--- config.mk ---
export PLATFORM = sky130hd
export DESIGN_NAME = uart_tx_arbiter
export DESIGN_NICKNAME = d
export VERILOG_FILES = /design/src/rtl/uart_tx_arbiter.sv
export SDC_FILE = /design/constraint.sdc
export NUM_CORES = 1
export LEC_CHECK = 0
export CAP_MARGIN = 20
export CORE_MARGIN = 2
export CORE_UTILIZATION = 46
export CTS_CLUSTER_SIZE = 8
export DETAILED_ROUTE_END_ITERATION = 10
export GPL_TIMING_DRIVEN = 0
export PLACE_DENSITY = 0.77
export SYNTH_ARGS = -nofsm -noshare
export SYNTH_HDL_FRONTEND = slang
export SYNTH_SLANG_ARGS = --single-unit
--- constraint.sdc ---
create_clock -name clk -period 2.4 [get_ports clk]
set_clock_uncertainty 0.15 [all_clocks]
set_input_delay 0.48 -clock clk [delete_from_list [all_inputs] [get_ports clk]]
set_output_delay 0.48 -clock clk [all_outputs]
set_load 0.05 [all_outputs]
--- src/rtl/uart_tx_arbiter.sv ---
// Round-robin arbiter sharing one 8N1 UART transmit line between NUM_REQ byte sources.
// Define UART_TX_ARB_PARITY_EN to insert an even-parity bit between DATA and STOP.
module uart_tx_arbiter #(
    parameter int unsigned NUM_REQ      = 4,
    parameter int unsigned CLKS_PER_BIT = 434
) (
    input  logic                 clk,
    input  logic                 reset,
    input  logic [NUM_REQ-1:0]   req_valid,
    input  logic [8*NUM_REQ-1:0] req_data,
    output logic [NUM_REQ-1:0]   req_ready,
    output logic                 tx,
    output logic                 busy,
    output logic [2:0]           grant_id,
    output logic                 frame_done
);

    localparam int unsigned          BAUD_W    = $clog2(CLKS_PER_BIT);
    localparam logic [BAUD_W-1:0]    BAUD_LAST = BAUD_W'(CLKS_PER_BIT - 1);
    localparam logic [2:0]           LAST_INIT = 3'(NUM_REQ - 1);

`ifdef UART_TX_ARB_PARITY_EN
    typedef enum logic [2:0] {S_IDLE, S_START, S_DATA, S_PARITY, S_STOP} state_e;
`else
    typedef enum logic [1:0] {S_IDLE, S_START, S_DATA, S_STOP} state_e;
`endif

    state_e              state_q, state_d;
    logic [BAUD_W-1:0]   baud_q, baud_d;
    logic [2:0]          bit_idx_q, bit_idx_d;
    logic [7:0]          data_q, data_d;
    logic [2:0]          last_grant_q, last_grant_d;
    logic [2:0]          grant_id_q, grant_id_d;

    logic                bit_end;
    logic                found;
    logic [2:0]          winner;
    logic [2:0]          cand;
    logic                accept;
    logic [7:0]          valid_ext;
    logic [7:0]          req_byte [8];

    // Pad requester slots up to eight so non-existent indices read as idle zeros.
    for (genvar g = 0; g < 8; g++) begin : g_pad
        if (g < NUM_REQ) begin : g_real
            assign valid_ext[g] = req_valid[g];
            assign req_byte[g]  = req_data[8*g +: 8];
        end else begin : g_none
            assign valid_ext[g] = 1'b0;
            assign req_byte[g]  = '0;
        end
    end

    for (genvar g = 0; g < NUM_REQ; g++) begin : g_ready
        assign req_ready[g] = accept && (winner == 3'(g));
    end

    assign bit_end  = (baud_q == BAUD_LAST);
    assign grant_id = grant_id_q;
    assign accept   = (state_q == S_IDLE) && found && !reset;

    // Search from the slot after the last grant, wrapping; first valid wins.
    always_comb begin
        found  = 1'b0;
        winner = '0;
        cand   = '0;
        for (int unsigned k = 1; k <= NUM_REQ; k++) begin
            cand = 3'((32'(last_grant_q) + k) % NUM_REQ);
            if (!found && valid_ext[cand]) begin
                found  = 1'b1;
                winner = cand;
            end
        end
    end

    always_ff @(posedge clk) begin
        if (reset) begin
            state_q      <= S_IDLE;
            baud_q       <= '0;
            bit_idx_q    <= '0;
            data_q       <= '0;
            last_grant_q <= LAST_INIT;
            grant_id_q   <= '0;
        end else begin
            state_q      <= state_d;
            baud_q       <= baud_d;
            bit_idx_q    <= bit_idx_d;
            data_q       <= data_d;
            last_grant_q <= last_grant_d;
            grant_id_q   <= grant_id_d;
        end
    end

    always_comb begin
        state_d      = state_q;
        baud_d       = baud_q;
        bit_idx_d    = bit_idx_q;
        data_d       = data_q;
        last_grant_d = last_grant_q;
        grant_id_d   = grant_id_q;
        case (state_q)
            S_IDLE: begin
                baud_d    = '0;
                bit_idx_d = '0;
                if (found) begin
                    state_d      = S_START;
                    data_d       = req_byte[winner];
                    last_grant_d = winner;
                    grant_id_d   = winner;
                end
            end
            S_START: begin
                if (bit_end) begin
                    baud_d  = '0;
                    state_d = S_DATA;
                end else begin
                    baud_d = baud_q + BAUD_W'(1);
                end
            end
            S_DATA: begin
                if (bit_end) begin
                    baud_d = '0;
                    if (bit_idx_q == 3'd7) begin
                        bit_idx_d = '0;
`ifdef UART_TX_ARB_PARITY_EN
                        state_d   = S_PARITY;
`else
                        state_d   = S_STOP;
`endif
                    end else begin
                        bit_idx_d = bit_idx_q + 3'd1;
                    end
                end else begin
                    baud_d = baud_q + BAUD_W'(1);
                end
            end
`ifdef UART_TX_ARB_PARITY_EN
            S_PARITY: begin
                if (bit_end) begin
                    baud_d  = '0;
                    state_d = S_STOP;
                end else begin
                    baud_d = baud_q + BAUD_W'(1);
                end
            end
`endif
            S_STOP: begin
                if (bit_end) begin
                    baud_d  = '0;
                    state_d = S_IDLE;
                end else begin
                    baud_d = baud_q + BAUD_W'(1);
                end
            end
            default: begin
                state_d = S_IDLE;
                baud_d  = '0;
            end
        endcase
    end

    always_comb begin
        tx         = 1'b1;
        busy       = 1'b1;
        frame_done = 1'b0;
        case (state_q)
            S_IDLE:   busy = 1'b0;
            S_START:  tx   = 1'b0;
            S_DATA:   tx   = data_q[bit_idx_q];
`ifdef UART_TX_ARB_PARITY_EN
            S_PARITY: tx   = ^data_q;
`endif
            S_STOP:   frame_done = bit_end;
            default:  busy = 1'b0;
        endcase
    end

endmodule

---- Word level (Yosys, flattened, before mapping) ----
Cells that the tools add are included.
storage, ports and cells
  register bits after elaboration ......... 27
  input bits .............................. 38
  output and inout port bits .............. 10
  logic and storage cells ................. 87
cells by class
  add/sub/neg operators ................... 6
  order comparisons ....................... 6
  equality and inequality tests ........... 13
  multiplexer cells ....................... 35
  bitwise logic cells ..................... 1
  reduce and logical (&&, ||, !) cells .... 20
operators by type and width
  operator               count
  $bmux W8 S3            1
  $pmux W9 S2            1
  $lt A2 B4 Y1 const B   4
  $mux W8                2
  $mux W3                5
  $mux W2                6
  $mux W1                11
  $ne A2 B2 Y1 const B   5
  $add A9 B1 Y9 const B  1
  $eq A9 B9 Y1 const B   1
  $logic_and A1 B1 Y1    9
  $mux W9                1
  $bmux W1 S2            4
  $pmux W2 S4            1
  $eq A3 B2 Y1 const B   2
  $pmux W3 S2            1
  $reduce_and A5 Y1      1
  $add A2 B1 Y2 const B  2
  $add A2 B2 Y2 const B  2
  $eq A2 B2 Y1 const B   2
  $ge A4 B4 Y1 const B   1
  $logic_not A1 Y1       4
  $lt A3 B4 Y1 const B   1
  $not A3 Y4             1
  other kinds (11)       12

---- Depth between registers and ports, before layout ----
Gate-level depths: netlist of run 1.
  depth in word-level cells ............... 17
  mapped depth ............................ 7
  mapped depth without buffers ............ 7

---- Least setup slack after synthesis of run 1 ----
OpenSTA, ideal clock, no wires.
  path type ............................... register -> output
  start ................................... register state_q[0]
  end ..................................... output port req_ready[0]
  data arrival time ....................... 2.575 ns
  data required time ...................... 1.770 ns
  setup slack ............................. -0.805 ns
  stages on the path, launching flop included .. 7
  path buffers ............................ 0
  cells stage by stage .................... dfxtp_1 > inv_1 > ha_1 > inv_1 > a21o_1 > or2_2 > nor3b_1
between the ends
  cells in the longest elaborated chain, start to end .. 4
RTL lines
  what                              RTL line  RTL
  start, declared                   28        state_e state_q, state_d;
  start signal, assigned            85        state_q <= state_d;
  $logic_not A2 Y1                  60        assign accept = (state_q == S_IDLE) && found && !reset;
  $logic_and A1 B1 Y1 (2 in a row)  60
  $logic_and A1 B1 Y1               55        assign req_ready[g] = accept && (winner == 3'(g));
  end, declared                     11        output logic [NUM_REQ-1:0] req_ready,
Every way passes these cells.

---- Worst setup path in the final report of run 1 ----
  start ................................... register state_q[1]
  end ..................................... output port req_ready[1]
Same word-level chain as after synthesis.

==> results of run 1 <==
-- synth_stat cells, types with 2 or more instances --
master    count
nor2_1       24
nand2_1       9
nor3b_1       2
ha_1          8
nand2b_1      3
mux4_2        8
inv_1         9
a32oi_1       4
dfxtp_1      26
o21bai_1      2
mux2i_1       5
a21oi_1       4
a22o_1        8
nand3_1       4
o221ai_2      2
clkbuf_1      4
xnor2_1       5
nor2b_1       8
mux4_1        2
xor2_1        2
-- critical path: stages, from the launching register on --
cell	delay, ps
dfxtp_2	360
inv_2	80
ha_4	150
clkinvlp_4	70
a21o_1	180
or2_4	260
nor3_4	190
buf_6	180
-- cells by family after synthesis --
group,after synthesis,synth area share
AO/OA/AOI/OAI,27,0.146
XOR/XNOR,7,0.0392
adder cells (fa/ha/maj),8,0.0640
buffers and inverters,18,0.0512
flip-flops,26,0.333
multiplexers,15,0.181
other,1,0.00240
AND/OR/NAND/NOR,58,0.183
-- flip-flops by register name, indices dropped and copies added (netlist names) --
name and cells:
data_q 8, state_q 2, last_grant_q 2, bit_idx_q 3, baud_q 9, grant_id 2
-- through the flow --
stage          hold slack (ps)  cells
2_1_floorplan              295    160
3_3_place_gp               301    252
3_5_place_dp               311    252
4_1_cts                    330    269
5_1_grt                    334    274
6_report                   307    274
-- placed cells by master (no fill, tap or decap), types with 2 or more instances in the layout --
cell,n
inv_2,3
buf_6,7
mux4_2,8
nand3_1,4
buf_4,18
mux4_1,2
clkbuf_1,3
inv_1,6
clkbuf_4,3
nor2b_1,8
ha_1,7
clkdlybuf4s50_1,34
xor2_1,2
a21oi_1,4
nand2b_1,3
a32oi_1,4
nand2_1,8
a22o_1,8
mux2i_1,5
o21bai_1,2
dlygate4sd2_1,3
dfxtp_1,20
nor2_4,3
o221ai_2,2
xnor2_1,5
dfxtp_2,5
nor2_1,20
buf_12,2
-- layer usage --
layer  routed length [um]  vias up  share of wire
li1                     -      707              -
met1                 1590      677           0.40
met2                 2010       59           0.51
met3                  270        9          0.068
met4                   77        0          0.019
met5                    0        -              0
-- timing repair --
action                     4_1_cts  5_1_grt
setup endpoints to repair       12        7
pin swaps                        6        8
gates cloned                     0        0
buffers inserted                14        5
hold endpoints to repair         0        0
resized for setup               57       13
-- worst min path at each step --
stage                     start          end  slack, ps  cells past startpoint
floorplan             baud_q[0]    baud_q[0]        290                      1
global placement    grant_id[1]  grant_id[1]        300                      2
detailed placement  grant_id[1]  grant_id[1]        310                      2
CTS                 grant_id[1]  grant_id[1]        330                      2
global route          baud_q[0]    baud_q[0]        330                      1
finish                baud_q[0]    baud_q[0]        310                      1
-- where the power goes --
| part | switching (mW) | leakage (nW) | internal (mW) |
|---|---|---|---|
| registers | 0.0807 | 0.214 | 0.546 |
| logic | 0.740 | 0.703 | 0.757 |
| clock network | 0.135 | 0.0210 | 0.0930 |
-- area by class of cell --
cell class | count | area (sq um)
inverter | 10 | 41.3
sequential | 26 | 531
fill | 252 | 921
clock buffer | 4 | 36.3
tap | 46 | 57.6
timing repair buffer | 65 | 633
buffer | 7 | 45.0
multi-input combinational | 116 | 1050
==> run summary, run 1 <==
Clk buf depth: 2
PwrDens: 984 nW/um^2
Syn_area_per_cell: 9.78 sq um
Violated checks: negative setup slack
RR Endpoint: data_q[1]
FF-to-FF setup slack: 250 ps
Largest cells by area after synthesis: dfxtp_1, mux4_2, ha_1, nor2_1, a22o_1
Hold buffers post-CTS: 0
Setup crit start: state_q[1]
Clock Pin Slew Worst Setup and Hold Paths: 140 ps
H-tree lvl count: 1
Synth Register Bits: 26
DP Wirelength: 2.75 mm
Min Tclk post-route: 2430 ps
CP endpoint kind: output port
Max-Cap Viols: 0
Post-DP Area: 2130 sq um
Initial antenna violation count: 0
Diodes inserted: 0
Max transition margin: 0.661
Total track usage: 0.204
Via density per instance: 5.30
Fin area: 2390 sq um
EDFF count, synth: 0
Register area share after synthesis: 0.333
Clk Latency, worst-skew pair: 330 ps
Ys Warns: 0
Placer Congestion: 0.680
DRC violations left: 0
DR iter-0 viols: 38
Total number of vias: 1452
Synth Flop Type: dfxtp_1
Unrepaired setup endpoints after global routing: true
DRT Wirelength: 3.96 mm
CTS Sinks: 26
Antenna Violating Nets Remaining: 0
Final Setup Violations: 4
Final Hold Fails: 0
CP required: 1770 ps
Max Slew Vio Count: 0
FP Rows: 21
GR Util met2: 0.378
Pwr Total: 2.35 mW
Synth-to-layout area growth: 52.8%
Total CTS buffers: 3
Worst Hold Class: reg2reg
Drt first pass iters: 4
Worst r2r src: last_grant_q[0]
GRT Residual Overflow: 0
Cell variety after synth: 41
Post-synthesis instance total: 160
Share of cells above drive strength 1: 0.294
Syn nets: 206
NumNets Final: 275
First-pass GRT wire length: 6.36 mm
Peak Freq: 412 MHz
Worst path arrival time: 1800 ps
GRT Max-Usage Layer: met2
Root buffer cell: clkbuf_4
DIE WIDTH: 62.3 um
Pin count of the biggest net entering global routing: 15
Worst ir drop on vdd: 594 uV
Layout Utilization: 0.722
Die area: 3880 sq um
Post-synth top area share: 0.333
R2R cell count: 6
M3 GR Usage: 0.0362
P_leak: 0.938 nW
Total negative slack: -89.6 ps
Number of global-route vias before repair: 1479
CTS tree: yes
Ys async rst share: 0
Dominant cell type by area after synthesis: dfxtp_1
Starting Density: 0.472
Startpoint types: register
Met1 usage: 0.232
Least-Margin Pin Slew: 509 ps
Post-Syn Area: 1560 sq um
Setup crit end: req_ready[1]
Area of the core: 3310 sq um
Pre-CTS setup slack: -1300 ps
Crit-path max FO: 2
Critical path class: reg2out
Wire per inst: 14.4 um
Fin crit share: 1.01
PortBufs: 46
Fin worst setup slack: -29.4 ps
Ports: 48
Die Ht: 62.3 um
Outcome: finished, violations left
Note: power is estimated with default switching activity, not from simulation.
==> inputs of run 2 (changes only) <==
--- a/config.mk
+++ b/config.mk
@@ -8,10 +8,12 @@
 export CAP_MARGIN = 20
 export CORE_MARGIN = 2
 export CORE_UTILIZATION = 46
+export CTS_CLUSTER_DIAMETER = 40
 export CTS_CLUSTER_SIZE = 8
 export DETAILED_ROUTE_END_ITERATION = 10
 export GPL_TIMING_DRIVEN = 0
 export PLACE_DENSITY = 0.77
+export RECOVER_POWER = 50
 export SYNTH_ARGS = -nofsm -noshare
 export SYNTH_HDL_FRONTEND = slang
 export SYNTH_SLANG_ARGS = --single-unit
==> run 2 against run 1 <==
Net effect:
- the flow still finishes with violations (negative setup slack)
- non-clock buffer count stayed put
- worst setup slack hardly changed
- sequential cell count did not move
- via count rose by 0.21%
- clock power about the same
- critical path type unchanged
- largest cell class unchanged
==> run summary, run 2 (synthesis gave the netlist of run 1 again) <==
R2R cell count: 8
RR Endpoint: state_q[0]
Worst r2r src: baud_q[1]
Worst path arrival time: 1800 ps
Violated checks: negative setup slack
Clk Latency, worst-skew pair: 330 ps
DRT Wirelength: 3.96 mm
Final hold slack: 307 ps
Critical path class: reg2out
Least-Margin Pin Slew: 509 ps
Commonest non-fill, non-tap cell in the layout: clkdlybuf4s50_1
PwrDens: 992 nW/um^2
Worst path bufs/invs: 3
Share of cells above drive strength 1: 0.285
Synth-to-layout area growth: 51.6%
Unrepaired setup endpoints after global routing: true
WHS Path Cells: 1
P_leak: 0.933 nW
Pin count of the biggest net entering global routing: 15
Crit-path max FO: 2
NumNets Final: 275
Max transition margin: 0.660
Clk buf depth: 2
Crit-path slowest cell: dfxtp_2
Number of global-route vias before repair: 1479
First-pass GRT wire length: 6.36 mm
Starting Density: 0.472
Filler cells: 255
Clock Pin Slew Worst Setup and Hold Paths: 140 ps
CP required: 1770 ps
Max reg flops: 9
Fin crit share: 1.01
Total number of vias: 1455
DIE WIDTH: 62.3 um
Initial antenna violation count: 0
Fin worst setup slack: -29.1 ps
H-tree lvl count: 1
Cell breakdown of the critical path: inv_2 -> ha_4 -> clkinvlp_4 -> a21o_1 -> or2_4 -> nor3_4 -> buf_6
Wire per inst: 14.4 um
Worst ir drop on vdd: 593 uV
GRT Residual Overflow: 0
Area of the core: 3310 sq um
DRC violations left: 0
Total CTS buffers: 3
Min-Delay Endpoint: baud_q[0]
Peak Freq: 412 MHz
CP endpoint kind: output port
Max Slew Vio Count: 0
Biggest regs: baud_q (9), data_q (8), bit_idx_q (3)
Antenna Violating Nets Remaining: 0
FP Rows: 21
Placer Congestion: 0.680
FF-to-FF setup slack: 220 ps
Drt first pass iters: 4
Max-Cap Viols: 0
DR iter-0 viols: 38
Via density per instance: 5.31
Diodes inserted: 0
Ports: 48
Pwr Total: 2.35 mW
Most frequent cells in the layout: clkdlybuf4s50_1, nor2_1, dfxtp_1
DP Wirelength: 2.75 mm
Total track usage: 0.204
Largest Register: baud_q
Critical path's top delay family: simple AND/OR/NAND/NOR gates
Die area: 3880 sq um
CTS tree: yes
Final Setup Violations: 4
Outcome: finished, violations left
HP Start: baud_q[0]
CTS Sinks: 26
Final Hold Fails: 0
Min Tclk post-route: 2430 ps
Startpoint types: register
Worst Hold Class: reg2reg
PortBufs: 46
Total stage count of the critical path: 7
Root buffer cell: clkbuf_4
Die Ht: 62.3 um
Max incr delay on CP: 360 ps
-- run 2: cell count changes in the layout (fill, tap and decap cells not counted) --
cell,before,now
buf_4,18,17
clkbuf_1,3,4
nor4_1,0,1
nor4_4,1,0
-- run 2: area by class of cell --
class / count / area, sq um / share of cell area
multi-input combinational: 116 / 1030 / 0.435
inverter: 10 / 41.3 / 0.0174
tap: 46 / 57.6 / 0.0243
sequential: 26 / 531 / 0.224
timing repair buffer: 65 / 629 / 0.265
buffer: 7 / 45.0 / 0.0190
clock buffer: 4 / 36.3 / 0.0153
-- run 2: power breakdown --
part / switching, mW / internal, mW
logic: 0.740 / 0.757
clock network: 0.135 / 0.0930
registers: 0.0807 / 0.546
total: 0.956 / 1.40
-- run 2: how the worst max path moves through the flow --
stage,start,to
after floorplan,state_q[1],req_ready[0]
after global placement,req_valid[1],req_ready[3]
after detailed placement,req_valid[1],req_ready[3]
after CTS,state_q[0],req_ready[3]
after global routing,state_q[1],req_ready[3]
final,state_q[1],req_ready[1]
-- run 2: worst reg2reg max path: cells and delay by family, from the launching register on --
family          cells  cell delay [ps]
fa+ha+maj           1              140
compound gates      2              410
flops               1              360
mux                 1              260
buf+inv             2              360
simple gates        2              420
-- run 2: per-layer routing --
layer  global-route usage  wire length, um  vias up
met3               0.0362              254        9
li1                     -                -      706
met4               0.0806               77        0
met5                    0                0        -
met2                0.378             2030       56
met1                0.232             1600      684
-- run 2: metrics by stage --
stage	setup WS, ps	util	cell area (sq um)	setup TNS, ps	instances
2_1_floorplan	-96.8	-	1620	-168	160
3_5_place_dp	-1300	0.644	2130	-8220	252
3_3_place_gp	-1300	0.644	2130	-8300	252
5_1_grt	-94.5	0.716	2370	-457	274
6_report	-29.1	0.716	2370	-88.4	274
4_1_cts	-30.8	0.704	2330	-77.9	269
-- run 2: timing repair --
action,CTS,global route
gates resized for setup,57,13
buffers inserted,14,5
endpoints found under the setup margin,12,7
hold buffers,0,0
pin swaps,6,8
